### src/rtl/demux_1_to_4_frame_pkg.sv
// Shared definitions for demux_1_to_4_frame: default word width, FSM state
// encoding and slot one-hot decode.
package demux_1_to_4_frame_pkg;

  localparam int unsigned WORD_WIDTH_DEFAULT = 16;
  localparam int unsigned NUM_SLOTS          = 4;

  typedef enum logic {
    FILL = 1'b0,
    FULL = 1'b1
  } state_t;

  function automatic logic [NUM_SLOTS-1:0] slot_onehot(input logic [1:0] slot);
    logic [NUM_SLOTS-1:0] oh;
    oh       = '0;
    oh[slot] = 1'b1;
    return oh;
  endfunction

endpackage

### src/rtl/demux_1_to_4_frame_word_register.sv
// word_register: WORD_WIDTH-wide register with synchronous active-high reset
// and load enable; one instance per frame slot.
module word_register #(
  parameter int unsigned WIDTH = 16
) (
  input  logic             clk,
  input  logic             rst,
  input  logic             en,
  input  logic [WIDTH-1:0] d,
  output logic [WIDTH-1:0] q
);

  always_ff @(posedge clk) begin
    if (rst)
      q <= '0;
    else if (en)
      q <= d;
  end

endmodule

### src/rtl/demux_1_to_4_frame.sv
// demux_1_to_4_frame: scatters a valid/ready word stream into four slot
// registers and presents the full frame with out_valid/out_ready.
// Optional macro DEMUX_ADDR_EN: in_sel addresses the slot, completion by mask.
module demux_1_to_4_frame
  import demux_1_to_4_frame_pkg::*;
#(
  parameter int unsigned WORD_WIDTH = WORD_WIDTH_DEFAULT
) (
  input  logic                  clk,
  input  logic                  rst,
  input  logic                  in_valid,
  output logic                  in_ready,
  input  logic [WORD_WIDTH-1:0] in_data,
`ifdef DEMUX_ADDR_EN
  input  logic [1:0]            in_sel,
`endif
  output logic                  out_valid,
  input  logic                  out_ready,
  output logic [WORD_WIDTH-1:0] out1,
  output logic [WORD_WIDTH-1:0] out2,
  output logic [WORD_WIDTH-1:0] out3,
  output logic [WORD_WIDTH-1:0] out4
);

  state_t                 state;
  state_t                 state_next;
  logic                   accept;
  logic                   release_frame;
  logic                   frame_done;
  logic [1:0]             slot;
  logic [NUM_SLOTS-1:0]   wr_en;
  logic [WORD_WIDTH-1:0]  q [NUM_SLOTS];

  // State register
  always_ff @(posedge clk) begin
    if (rst)
      state <= FILL;
    else
      state <= state_next;
  end

  // Next-state logic
  always_comb begin
    state_next = state;
    unique case (state)
      FILL: if (accept && frame_done) state_next = FULL;
      FULL: if (out_ready)            state_next = FILL;
      default:                        state_next = FILL;
    endcase
  end

  // Outputs decode registered state only, so they can never be high together
  always_comb begin
    in_ready  = 1'b0;
    out_valid = 1'b0;
    unique case (state)
      FILL:    in_ready  = 1'b1;
      FULL:    out_valid = 1'b1;
      default: in_ready  = 1'b1;
    endcase
  end

  always_comb begin
    accept        = in_valid && in_ready;
    release_frame = (state == FULL) && out_ready;
  end

`ifdef DEMUX_ADDR_EN
  logic [NUM_SLOTS-1:0] mask;
  logic [NUM_SLOTS-1:0] mask_set;

  // Rewriting a slot leaves mask unchanged, so it cannot complete the frame
  always_comb begin
    slot       = in_sel;
    mask_set   = mask | slot_onehot(in_sel);
    frame_done = (mask_set == '1);
  end

  always_ff @(posedge clk) begin
    if (rst)
      mask <= '0;
    else if (release_frame)
      mask <= '0;
    else if (accept)
      mask <= mask_set;
  end
`else
  logic [1:0] cnt;

  always_comb begin
    slot       = cnt;
    frame_done = (cnt == 2'd3);
  end

  always_ff @(posedge clk) begin
    if (rst)
      cnt <= '0;
    else if (release_frame)
      cnt <= '0;
    else if (accept)
      cnt <= cnt + 2'd1;
  end
`endif

  always_comb begin
    wr_en = '0;
    if (accept)
      wr_en = slot_onehot(slot);
  end

  for (genvar i = 0; i < NUM_SLOTS; i++) begin : g_slot
    word_register #(.WIDTH(WORD_WIDTH)) u_word (
      .clk (clk),
      .rst (rst),
      .en  (wr_en[i]),
      .d   (in_data),
      .q   (q[i])
    );
  end

  always_comb begin
    out1 = q[0];
    out2 = q[1];
    out3 = q[2];
    out4 = q[3];
  end

endmodule

### config.mk
export PLATFORM = sky130hd
export DESIGN_NAME = demux_1_to_4_frame
export DESIGN_NICKNAME = d
export VERILOG_FILES = /design/src/rtl/demux_1_to_4_frame_pkg.sv /design/src/rtl/demux_1_to_4_frame_word_register.sv /design/src/rtl/demux_1_to_4_frame.sv
export SDC_FILE = /design/constraint.sdc
export NUM_CORES = 1
export LEC_CHECK = 0
export CORE_UTILIZATION = 41
export CTS_BUF_LIST = sky130_fd_sc_hd__clkbuf_4 sky130_fd_sc_hd__clkbuf_8 sky130_fd_sc_hd__clkbuf_16
export DETAILED_ROUTE_END_ITERATION = 8
export PLACE_DENSITY_LB_ADDON = 0.1
export SKIP_LAST_GASP = 1
export SLEW_MARGIN = 20
export SYNTH_ARGS = -nofsm -noshare
export SYNTH_HDL_FRONTEND = slang
export SYNTH_SLANG_ARGS = --single-unit
### constraint.sdc
create_clock -name clk -period 1.2 [get_ports clk]
set_clock_uncertainty 0.05 [all_clocks]
set_input_delay 0.18 -clock clk [delete_from_list [all_inputs] [get_ports clk]]
set_output_delay 0.18 -clock clk [all_outputs]
set_load 0.005 [all_outputs]
After elaboration in Yosys (flattened, before gate mapping)
Index checks and enable logic that the tools add are counted.
- register bits: 67
- input port bits: 20
- output and inout port bits: 66
- logic and storage cells: 24
- add/subtract/negate cells: 1
- order comparisons: 2
- eq/ne operators: 1
- muxes and demuxes: 8
- bitwise gates (word level): 1
- reduce and logical (&&, ||, !) cells: 5
- operators by type and width (kind ; count):
    1-bit two-way mux ; 5
    1-bit logical AND ; 4
    4-bit two-way mux ; 1
    2-bit by 3-bit less-than comparator with 1-bit output, second input constant ; 1
    2-bit by 1-bit adder with 2-bit output, second input constant ; 1
    1-bit demux with 2-bit select ; 1
    2-bit == test, second input constant ; 1
    2-bit by 1-bit >= comparator with 1-bit output, second input constant ; 1
    1-bit one-hot mux with 2 select lines ; 1
    2-bit OR reduction ; 1
    1-bit inverter ; 1

Depth between registers and ports, before layout
- depth in word-level cells: 5
- mapped depth: 7
- mapped depth without buffers: 5

Hierarchy
A second synthesis with hierarchy kept.
- cell total of the unflattened synthesis: 231
- area total of the unflattened synthesis: 2528.7 µm²
- by module, submodules not included (module ; instances ; cells each ; area each (µm²) ; seq. area each (µm²)):
    word_register ; 4 ; 52 ; 580.6 ; 320.3
    demux_1_to_4_frame ; 1 ; 23 ; 206.4 ; 60.1

Worst setup path after synthesis
No wires, ideal clock.
- path kind: reg-to-reg
- start: reg cnt[0]
- end: reg g_slot[0].u_word.q[10]
- library setup time: 0.132 ns
- arrival: 1.181 ns
- required time: 1.018 ns
- slack: -0.164 ns
- stages on the path, launching flop included: 8
- buffers on the path: 2
- period minus slack after synthesis: 1.364 ns
- path through: dfxtp_1 > inv_1 > ha_1 > and3b_1 > buf_4 > buf_6 > nand2_1 > a21oi_1
- word-level cells in the longest chain between the ends: 5
- elaborated cells on any way between the ends: 6
- those cells by class: order compare: 2; mux: 3; reduce/logical: 1
- ends and longest elaborated chain (what ; RTL line ; RTL):
    start: declaration ; demux_1_to_4_frame.sv:88 ; logic [1:0] cnt;
    start signal: assignment ; demux_1_to_4_frame.sv:101 ; cnt <= cnt + 2'd1;
    2-bit by 3-bit less-than comparator with 1-bit output (implied by the code) or 2-bit by 1-bit >= comparator with 1-bit output (tied branches) ; demux_1_to_4_frame_pkg.sv:16 ; oh[slot] = 1'b1;
    1-bit logical AND (implied by the code) ; demux_1_to_4_frame_pkg.sv:16 ;
    1-bit two-way mux (implied by the code) ; demux_1_to_4_frame_pkg.sv:16 ;
    1-bit demux with 2-bit select (*) ; demux_1_to_4_frame_pkg.sv:16 ;
    4-bit two-way mux (*) ; demux_1_to_4_frame.sv:107 ; if (accept)
    end signal: assignment ; demux_1_to_4_frame_word_register.sv:15 ; q <= '0;
    end signal: assignment ; demux_1_to_4_frame_word_register.sv:17 ; q <= d;
    end: declaration ; demux_1_to_4_frame_word_register.sv:10 ; output logic [WIDTH-1:0] q
Every way passes the cells marked *; elsewhere a longest branch is shown, timed or not.
A chain may end at the register's enable or synchronous reset.

Worst setup path after layout
- start: reg cnt[0]
- end: reg g_slot[1].u_word.q[3]
- word-level cells in the longest chain between the ends: 5
- elaborated cells on any way between the ends: 6
- those cells by class: order compare: 2; mux: 3; reduce/logical: 1
- ends and longest elaborated chain (what ; RTL line):
    2-bit by 3-bit less-than comparator with 1-bit output (implied by the code) or 2-bit by 1-bit >= comparator with 1-bit output (tied branches) ; demux_1_to_4_frame_pkg.sv:16
    1-bit logical AND (implied by the code) ; demux_1_to_4_frame_pkg.sv:16
    1-bit two-way mux (implied by the code) ; demux_1_to_4_frame_pkg.sv:16
    1-bit demux with 2-bit select (*) ; demux_1_to_4_frame_pkg.sv:16
    4-bit two-way mux (*) ; demux_1_to_4_frame.sv:107
    end signal: assignment ; demux_1_to_4_frame_word_register.sv:15
    end signal: assignment ; demux_1_to_4_frame_word_register.sv:17
    end: declaration ; demux_1_to_4_frame_word_register.sv:10
Marks and branches as above.

==> results by group <==
Layout
  – Area Growth Syn to Fin: 65.22%
  – Most common cell after layout, fill and taps aside: nand2_1
  – Fill cell count: 488
  – Design area: 4292 um^2
  – Nets: 433
  – Layout Cells excl Fill: 489
  – Share of layout cells above drive strength 1: 46.62%
  – Antenna Cells: 0
  – Most frequent cells in the layout: nand2_1 (74), dlygate4sd2_1 (62), a21oi_2 (43)

Setup path
  – Max incr delay on CP: 0.36 ns
  – FF-to-FF path depth: 6
  – Cell Chain, Critical Path: buf_6 > ha_4 > and3b_2 > clkbuf_16 > nand2_2 > a21oi_2
  – Required @ worst endpoint: 1.36 ns
  – Setup crit end kind: flip-flop
  – Critical Path AT: 1.52 ns
  – Critical Path Fanout Max: 8
  – Slowest-stage cell, CP: dfxtp_4
  – Crit Path Category: flip-flop to flip-flop
  – Crit path launch type: flip-flop

Drt
  – Antenna Nets Post-Route: 0
  – WL final: 7433 um
  – Starting DRT DRC Count: 106
  – # DRC: 0
  – Vias: 2422
  – Via density per instance: 4.953
  – DR WL/cell: 15.20 um
  – Detailed-router iteration count before antenna repair: 4

Die
  – Site Rows: 28
  – Die X: 81.60 um
  – DIE AREA: 6658 um^2
  – Area of the core: 6026 um^2
  – Die height: 81.60 um
  – Initial Util: 43.11%
  – IO Pins: 86

Global route
  – Total GRT Usage: 22.24%
  – Number of global-route vias before repair: 2219
  – First-pass GRT wire length: 10960 um
  – Global route overflow: 0
  – Initial antenna violation count: 0
  – Largest net degree at the start of global routing: 50

CTS
  – Root buf cell: clkbuf_8
  – Sink Count: 67
  – Num CTS Buffers: 9
  – Clk pin slew, worst setup/hold paths: 0.07 ns
  – Clock Latency Late Sink: 0.33 ns
  – H-tree depth: 3
  – CTS tree: done
  – Max Buffers Root-to-Sink: 2
  – Hold Buf Count CTS: 0

Timing
  – Crit path time final: 1.359 ns
  – Relative slew slack: 70.38%
  – Final Cycle Share: 113.3%
  – Final slew viol count: 0
  – Transition time at the pin with the least slew margin: 0.4430 ns
  – Final hold violations: 0
  – Max Fclk: 735.6 MHz
  – Final worst slack: -0.1595 ns
  – Final setup violation count: 65
  – Setup TNS: -6.428 ns
  – RSZ-0062 raised after global routing: true

Worst hold path
  – Hold Crit Depth: 2
  – Worst hold path class: input port to flip-flop

Place
  – Hpwl dp: 4744 um
  – Dpl cell area: 3692 um^2
  – Placer Congestion: 0.7507
  – Placed cells: 463
  – PortBufs: 85
  – Place WS: -0.3535 ns

Power and ir drop
  – VDD IR max: 696.0 uV
  – Power per cell area: 1176 nW/um^2
  – Total power: 0.005047 W
  – Static leakage: 1.897 nW

Run status
  – Status: finished, violations left
  – Failing checks: negative setup slack

Synthesis
  – Synth Instances: 304
  – Sequential area share after synthesis: 51.64%
  – Post-synthesis cell type count: 21
  – Syn. warnings: 0
  – Synth Net Count: 328
  – Post-synthesis sequential element count: 67
  – Post-Synthesis Cell Area: 2597 um^2
  – Avg Cell Area, Syn: 8.544 um^2

Flow run
  – Max-cap check violation count: 0
[what timing repair did]
item	in CTS	in global routing
gates resized for setup	153	41
gates cloned	1	1
setup buffers	5	3
pin swaps	13	19
setup endpoints to repair	130	70
[flip-flops by register name, indices dropped and copies added, names as in the netlist]
register / cells
state: 1
g_slot.u_word.q: 64
cnt: 2
[routing by layer]
metal	vias up	routed length [um]	GRT usage, %
li1	1196	-	-
met1	1158	3336	27.71
met2	62	3670	38.17
met3	6	360	5.444
met4	0	65	5.965
met5	-	0	0
[critical path, delay by kind of cell, from the launching register on]
kind / cells / cell delay (ns)
flip-flops: 1 / 0.36
AO/OA/AOI/OAI: 1 / 0.05
buffers and inverters: 2 / 0.32
adder cells (fa/ha/maj): 1 / 0.15
AND/OR/NAND/NOR: 2 / 0.32
[cell families after synthesis]
kind of cell / Yosys count / share of synthesized area [%]
AO/OA/AOI/OAI: 68 / 16.28
adder cells (fa/ha/maj): 4 / 1.927
buffers and inverters: 25 / 7.177
flip-flops: 67 / 51.64
AND/OR/NAND/NOR: 140 / 22.98
[metrics by stage]
step	util [%]	hold WS (ns)
2_1_floorplan	-	0.2569
3_3_place_gp	61.27	0.3917
3_5_place_dp	61.27	0.3956
4_1_cts	67.94	0.09745
5_1_grt	71.22	0.1258
6_report	71.22	0.1255
[power by group]
| group | internal (W) | total [W] | leakage, nW | switching (W) |
|---|---|---|---|---|
| combinational | 0.000360 | 0.000744 | 1.23 | 0.000384 |
| clock | 0.00109 | 0.00194 | 0.110 | 0.000850 |
| sequential | 0.00231 | 0.00236 | 0.559 | 0.0000482 |
[Yosys cell counts (all sizes together)]
| master | n | area share, % |
|---|---|---|
| nand2b | 1 | 0.24 |
| a211oi | 1 | 0.29 |
| and2b | 1 | 0.34 |
| o21a | 1 | 0.29 |
| nand3b | 5 | 2.0 |
| nor2 | 1 | 0.14 |
| buf | 17 | 6.0 |
| inv | 3 | 0.43 |
| nand2 | 128 | 19 |
| a21oi | 65 | 15 |
| o31ai | 1 | 0.29 |
| ha | 4 | 1.9 |
| dfxtp | 67 | 52 |
| clkbuf | 5 | 0.72 |
| and3b | 4 | 1.3 |
[layout make-up]
| class | count | area (um^2) | area share (%) |
|---|---|---|---|
| Tap cell | 75 | 93.84 | 2.187 |
| Sequential cell | 67 | 1386 | 32.30 |
| Multi-Input combinational cell | 212 | 1424 | 33.18 |
| Clock inverter | 4 | 48.80 | 1.137 |
| Inverter | 3 | 16.27 | 0.3790 |
| Timing Repair Buffer | 116 | 1164 | 27.11 |
| Clock buffer | 12 | 158.9 | 3.703 |
[final timing paths]
kind	start	end	slack [ns]
max	cnt[0]$_SDFFE_PP0P_	g_slot[1].u_word.q[3]$_SDFFE_PP0P_	-0.16
min	rst	g_slot[0].u_word.q[15]$_SDFFE_PP0P_	0.13
max reg2reg	cnt[0]$_SDFFE_PP0P_	g_slot[1].u_word.q[3]$_SDFFE_PP0P_	-0.16
min reg2reg	g_slot[0].u_word.q[2]$_SDFFE_PP0P_	g_slot[0].u_word.q[2]$_SDFFE_PP0P_	0.40
Note: power is estimated with default switching activity, not from simulation.
